[src/rtl/program_loader_if.sv]
// Byte-stream input and CPU memory-load output bundle of the program loader.
// The loader sits on the slave modport; the stream source / CPU side uses master.
interface program_loader_if #(
  parameter int ADDR_W = 10
);
  logic [7:0]        in_data;
  logic              in_valid;
  logic              in_ready;
  logic              cpu_rst;
  logic [ADDR_W-1:0] mem_addr;
  logic [31:0]       mem_data;
  logic              write_instruction;
  logic              write_data;
  logic              busy;
  logic              error;

  modport master (
    output in_data, in_valid,
    input  in_ready, cpu_rst, mem_addr, mem_data,
    input  write_instruction, write_data, busy, error
  );

  modport slave (
    input  in_data, in_valid,
    output in_ready, cpu_rst, mem_addr, mem_data,
    output write_instruction, write_data, busy, error
  );
endinterface

[src/rtl/program_loader.sv]
// Parses a framed byte stream into big-endian 32-bit words and writes them into the
// CPU instruction or data memory, holding the CPU in reset while loading.
module program_loader #(
  parameter int         ADDR_W   = 10,
  parameter logic [7:0] CMD_INST = 8'h49,
  parameter logic [7:0] CMD_DATA = 8'h44,
  parameter logic [7:0] CMD_RUN  = 8'h52,
  parameter logic [7:0] CMD_HALT = 8'h48
) (
  input  logic            clk,
  input  logic            rst,
  program_loader_if.slave bus
);

  typedef enum logic [2:0] {
    S_IDLE, S_A_HI, S_A_LO, S_C_HI, S_C_LO, S_BYTE, S_WRITE
  } state_t;

  state_t            state_r;
  logic [7:0]        hi_r;
  logic [ADDR_W-1:0] addr_r;
  logic [15:0]       cnt_r;
  logic [1:0]        idx_r;
  logic [23:0]       word_r;
  logic              tgt_inst_r;
  logic              cpu_rst_r;
  logic [ADDR_W-1:0] mem_addr_r;
  logic [31:0]       mem_data_r;
  logic              wr_inst_r;
  logic              wr_data_r;
  logic              busy_r;
  logic              error_r;

  logic              in_ready_s;
  logic              xfer_s;
  logic [15:0]       pair_s;

  // Acceptance decode; the WRITE cycle is the only stall
  always_comb begin
    in_ready_s = (!rst) && (state_r != S_WRITE);
    xfer_s     = bus.in_valid && in_ready_s;
    pair_s     = {hi_r, bus.in_data};
  end

  // Frame parser, word assembler and memory write sequencer
  always_ff @(posedge clk) begin
    if (rst) begin
      state_r    <= S_IDLE;
      hi_r       <= 8'h00;
      addr_r     <= '0;
      cnt_r      <= 16'h0000;
      idx_r      <= 2'd0;
      word_r     <= 24'h000000;
      tgt_inst_r <= 1'b0;
      cpu_rst_r  <= 1'b1;
      mem_addr_r <= '0;
      mem_data_r <= 32'h0000_0000;
      wr_inst_r  <= 1'b0;
      wr_data_r  <= 1'b0;
      busy_r     <= 1'b0;
      error_r    <= 1'b0;
    end else begin
      wr_inst_r <= 1'b0;
      wr_data_r <= 1'b0;
      case (state_r)
        S_IDLE: begin
          if (xfer_s) begin
            case (bus.in_data)
              CMD_INST, CMD_DATA: begin
                tgt_inst_r <= (bus.in_data == CMD_INST);
                cpu_rst_r  <= 1'b1;
                busy_r     <= 1'b1;
                state_r    <= S_A_HI;
              end
              CMD_RUN:  cpu_rst_r <= 1'b0;
              CMD_HALT: cpu_rst_r <= 1'b1;
              default:  error_r   <= 1'b1;
            endcase
          end
        end
        S_A_HI: begin
          if (xfer_s) begin
            hi_r    <= bus.in_data;
            state_r <= S_A_LO;
          end
        end
        S_A_LO: begin
          if (xfer_s) begin
            addr_r  <= pair_s[ADDR_W-1:0];
            state_r <= S_C_HI;
          end
        end
        S_C_HI: begin
          if (xfer_s) begin
            hi_r    <= bus.in_data;
            state_r <= S_C_LO;
          end
        end
        S_C_LO: begin
          if (xfer_s) begin
            cnt_r <= pair_s;
            idx_r <= 2'd0;
            if (pair_s == 16'h0000) begin
              busy_r  <= 1'b0;
              state_r <= S_IDLE;
            end else begin
              state_r <= S_BYTE;
            end
          end
        end
        S_BYTE: begin
          if (xfer_s) begin
            idx_r <= idx_r + 2'd1;
            if (idx_r == 2'd3) begin
              mem_data_r <= {word_r, bus.in_data};
              mem_addr_r <= addr_r;
              wr_inst_r  <= tgt_inst_r;
              wr_data_r  <= !tgt_inst_r;
              state_r    <= S_WRITE;
            end else begin
              word_r <= {word_r[15:0], bus.in_data};
            end
          end
        end
        S_WRITE: begin
          // Address wraps naturally at 2**ADDR_W
          addr_r <= addr_r + ADDR_W'(1);
          cnt_r  <= cnt_r - 16'd1;
          idx_r  <= 2'd0;
          if (cnt_r == 16'd1) begin
            busy_r  <= 1'b0;
            state_r <= S_IDLE;
          end else begin
            state_r <= S_BYTE;
          end
        end
        default: begin
          busy_r  <= 1'b0;
          state_r <= S_IDLE;
        end
      endcase
    end
  end

  assign bus.in_ready          = in_ready_s;
  assign bus.cpu_rst           = cpu_rst_r;
  assign bus.mem_addr          = mem_addr_r;
  assign bus.mem_data          = mem_data_r;
  assign bus.write_instruction = wr_inst_r;
  assign bus.write_data        = wr_data_r;
  assign bus.busy              = busy_r;
  assign bus.error             = error_r;

endmodule
[src/flat_wrapper.sv]
// flat-port wrapper written by rule: the top's interface ports become plain ports
module program_loader_flat 
#(
  parameter int         ADDR_W   = 10,
  parameter logic [7:0] CMD_INST = 8'h49,
  parameter logic [7:0] CMD_DATA = 8'h44,
  parameter logic [7:0] CMD_RUN  = 8'h52,
  parameter logic [7:0] CMD_HALT = 8'h48
)
  (clk, rst, bus_in_data, bus_in_valid, bus_in_ready, bus_cpu_rst, bus_mem_addr, bus_mem_data, bus_write_instruction, bus_write_data, bus_busy, bus_error);
  program_loader_if #(.ADDR_W(ADDR_W)) bus_i ();
  input  logic clk;
  input  logic rst;
  input wire logic [$bits(bus_i.in_data)-1:0] bus_in_data;
  input wire logic [$bits(bus_i.in_valid)-1:0] bus_in_valid;
  output wire logic [$bits(bus_i.in_ready)-1:0] bus_in_ready;
  output wire logic [$bits(bus_i.cpu_rst)-1:0] bus_cpu_rst;
  output wire logic [$bits(bus_i.mem_addr)-1:0] bus_mem_addr;
  output wire logic [$bits(bus_i.mem_data)-1:0] bus_mem_data;
  output wire logic [$bits(bus_i.write_instruction)-1:0] bus_write_instruction;
  output wire logic [$bits(bus_i.write_data)-1:0] bus_write_data;
  output wire logic [$bits(bus_i.busy)-1:0] bus_busy;
  output wire logic [$bits(bus_i.error)-1:0] bus_error;
  assign bus_i.in_data = bus_in_data;
  assign bus_i.in_valid = bus_in_valid;
  assign bus_in_ready = bus_i.in_ready;
  assign bus_cpu_rst = bus_i.cpu_rst;
  assign bus_mem_addr = bus_i.mem_addr;
  assign bus_mem_data = bus_i.mem_data;
  assign bus_write_instruction = bus_i.write_instruction;
  assign bus_write_data = bus_i.write_data;
  assign bus_busy = bus_i.busy;
  assign bus_error = bus_i.error;
  program_loader #(.ADDR_W(ADDR_W), .CMD_INST(CMD_INST), .CMD_DATA(CMD_DATA), .CMD_RUN(CMD_RUN), .CMD_HALT(CMD_HALT)) u_core (.clk(clk), .rst(rst), .bus(bus_i));
endmodule
[config.mk]
export PLATFORM = sky130hd
export DESIGN_NAME = program_loader_flat
export DESIGN_NICKNAME = d
export VERILOG_FILES = /design/src/rtl/program_loader_if.sv /design/src/rtl/program_loader.sv /design/src/flat_wrapper.sv
export SDC_FILE = /design/constraint.sdc
export NUM_CORES = 1
export LEC_CHECK = 0
export CAP_MARGIN = 20
export CORE_MARGIN = 10
export CORE_UTILIZATION = 59
export CTS_CLUSTER_SIZE = 40
export DETAILED_ROUTE_END_ITERATION = 8
export PLACE_DENSITY = 0.86
export SLEW_MARGIN = 0
export SYNTH_ARGS = -nofsm -noshare
export SYNTH_HDL_FRONTEND = slang
export SYNTH_SLANG_ARGS = --single-unit
export TNS_END_PERCENT = 1
[constraint.sdc]
create_clock -name clk -period 5 [get_ports clk]
set_input_delay 0.5 -clock clk [delete_from_list [all_inputs] [get_ports clk]]
set_output_delay 0.5 -clock clk [all_outputs]
set_load 0.01 [all_outputs]
==> out/results.tsv <==
stage	metric	value	unit
setup_path	worst path required time	5.26	ns
hold_path	HP Start	u_core.bus.mem_data[22]	
synth	largest cells by area after synthesis	dfxtp_1 47%, nand2_1 12%, a21oi_1 10%	
clocking	worst skew pair latency	0.38	ns
place	Area after DPL	5283	sq um
synth	Post-Syn Nets	623	
clocking	worst-case clock buffer depth	2	
detailed_routing	final WL	11740	microns
die	Rows	32	
timing	max_slew headroom	33.44	%
power_and_ir_drop	Leak	1.791	nW
cells_and_area	Net count, final	652	
cells_and_area	antenna cells	0	
detailed_routing	Vias/cell	5.891	
setup_path	Worst path slowest cell	nand4_1	
synth	Syn Area/Cell	7.785	sq um
place	pre-CTS WS	1.618	ns
setup_path	crit path DAT	3.24	ns
timing	Max Freq	335.2	MHz
synth	Post-synth top flop	dfxtp_1	
clocking	clock tree root buffer cell	clkbuf_8	
detailed_routing	# DRC	0	
grt	vias in the first global route	3978	
setup_path	critical path class	in -> reg	
setup_path	worst r2r dst	u_core.bus.mem_addr[6]	
grt	pin count of the biggest net entering global routing	115	
grt	met3 usage	2.984	%
synth	Synth Instances	608	
clocking	clk sinks	111	
timing	clk_skew	0.01348	ns
setup_path	CP peak stage delay	0.84	ns
timing	Worst-Margin Slew	0.9955	ns
synth	post-synth top area share	46.95	%
cells_and_area	# fillers	609	
grt	GR Util met2	32.75	%
die	# IOs	59	
detailed_routing	drt pass-1 iters	5	
setup_path	RR Startpoint	u_core.state_r[2]	
timing	RSZ-0062 raised after global routing	no	
setup_path	delay-heaviest family, CP	simple AND/OR/NAND/NOR gates	
timing	worst setup margin	2.017	ns
setup_path	FF-to-FF path depth	5	
setup_path	Crit Path Max Fanout	23	
grt	met1 Use GR	23.26	%
detailed_routing	routed len/inst	15.78	microns
synth	most frequent cell after synthesis	nand2_1	
synth	async set-reset flop share out of synthesis	0	%
setup_path	worst path bufs/invs	2	
clocking	# hold bufs at CTS	0	
hold_path	Min-Delay Path Depth	2	
synth	EDFF count, synth	0	
timing	fin. max-slew vios	0	
cells_and_area	layout cells sized above 1	4.361	%
power_and_ir_drop	Peak VDD IR	0.1755	mV
place	PortBufs	58	
place	RePlAce Congestion	0.8888	
cells_and_area	post-layout util	70.89	%
timing	fin crit share	59.66	%
clocking	postcts setup bufs	0	
grt	total track usage	18.96	%
die	core area	7767	sq um
die	Die Width	109.6	microns
timing	Final Setup Violations	0	
job	max_cap viols	0	
clocking	Clock transition at path regs	0.11	ns
grt	antenna violations before repair	0	
power_and_ir_drop	pwr/cell area	267.3	nW/um^2
cells_and_area	design area	5507	sq um
cells_and_area	Layout area overhead	16.34	%
hold_path	worst-case hold path end point	u_core.bus.mem_data[22]	
die	DIE HEIGHT	109.6	microns
clocking	CTS tree	done	
grt	GR peak layer	met2	
place	Detailed Place HPWL	7907	microns
synth	dominant cell type by area after synthesis	dfxtp_1	
timing	Hold Fails Final Rpt	0	
synth	Yosys reg bits	111	
die	DIE AREA	12010	sq um
hold_path	min-delay worst type	reg -> reg	
cells_and_area	multi-input logic area	2302	sq um
timing	Fin Setup TNS	0	ns
grt	global-route wire length before repair	18720	microns
synth	mapped cell area	4733	sq um
setup_path	setup slack, reg-to-reg	2.23	ns
detailed_routing	via count	4383	
die	Initial Util	60.94	%
clocking	post_cts resized	0	
timing	Tmin final	2.983	ns
run_status	status	complete, no violations	
synth	most frequent cells after synthesis	155 x nand2_1, 111 x dfxtp_1, 99 x a21oi_1	
clocking	number of CTS-inserted buffers	9	
synth	Distinct cells, synth	54	
clocking	H-tree depth	3	
grt	Overflow after GRT	0	
setup_path	Startpoint Class	input port	
synth	Yosys warnings	0	
setup_path	Crit path depth	6	
setup_path	CP Capture Type	register	
setup_path	critical-path cell list	clkdlybuf4s50_1 > nor2b_1 > nand4_1 > buf_4 > nand2_1 > a21oi_1	
detailed_routing	Detailed Route Iter0 Violations	414	
detailed_routing	antenna-violating nets left	0	
synth	register area share after synthesis	46.95	%
cells_and_area	Reg area	2222	sq um
[per-layer routing]
metal  vias to the layer above  share of wire [%]
li1                       2179                  -
met1                      2053                 43
met2                       137                 50
met3                        14                5.9
met4                         0                1.5
met5                         -                  0
[tightest hold or removal path, cell delays in order (launching register included)]
cell     delay [ns]
dfxtp_1        0.32
nand2_1        0.05
a21oi_1        0.05
[state kept, by name, indices dropped and copies added, names as in the netlist]
signal,cells
u_core.bus.error,1
u_core.bus.busy,1
u_core.bus.write_instruction,1
u_core.addr_r,10
u_core.word_r,24
u_core.bus.write_data,1
u_core.state_r,3
u_core.cnt_r,16
u_core.tgt_inst_r,1
u_core.hi_r,8
u_core.idx_r,2
u_core.bus.mem_addr,10
u_core.bus.mem_data,32
u_core.bus.cpu_rst,1
[cells in the final DEF, fill, tap and decap left out, types with 7 or more instances in the layout]
master,count
a21oi_1,99
clkbuf_8,9
clkdlybuf4s50_1,57
dfxtp_1,111
mux2i_1,8
nand2_1,155
nand2b_1,7
nand3_1,13
nor2_1,39
nor3_1,11
nor4_1,11
o21ai_0,15
[report_power, final]
| part | internal (W) | switching [W] | total (W) | leakage [nW] |
|---|---|---|---|---|
| clock | 0.000199 | 0.000338 | 0.000536 | 0.0970 |
| sequential | 0.000884 | 0.000000490 | 0.000885 | 0.894 |
| combinational | 0.0000164 | 0.0000340 | 0.0000504 | 0.801 |
[cell type report]
class                      instances  area share (%)
clock inverter                     7           1.318
inverter                           6          0.4090
tap                              102           2.318
multi-input combinational        446           41.81
sequential                       111           40.35
clock buffer                       9           2.249
timing repair buffer              63           11.54
[worst max path at each step]
stage                             end  slack, ns            from
3_5_place_dp   u_core.bus.mem_addr[6]       1.62    bus_in_valid
6_report       u_core.bus.mem_addr[6]       2.02    bus_in_valid
5_1_grt        u_core.bus.mem_addr[7]       1.85    bus_in_valid
2_1_floorplan      u_core.bus.cpu_rst       2.98  bus_in_data[4]
4_1_cts        u_core.bus.mem_addr[6]       2.01    bus_in_valid
3_3_place_gp   u_core.bus.mem_addr[2]       1.76    bus_in_valid
[through the flow]
stage               total power (W)  instances  hold WS [ns]
floorplan                 0.0009335        608        0.4149
global placement          0.0009506        727        0.4413
detailed placement        0.0009512        727        0.4479
CTS                        0.001470        743        0.4622
global route               0.001514        744        0.4821
finish                     0.001472        744        0.4580
[logic make-up after synthesis]
kind of cell               after synthesis  synth area share, %
buffers and inverters                   51                4.573
and+or+nand+nor                        273                25.77
DFF                                    111                46.95
muxes                                    9                1.930
adders and majority gates                4                1.057
AOI/OAI and AO/OA                      160                19.72
No activity file was read; power rests on OpenSTA's default activity.
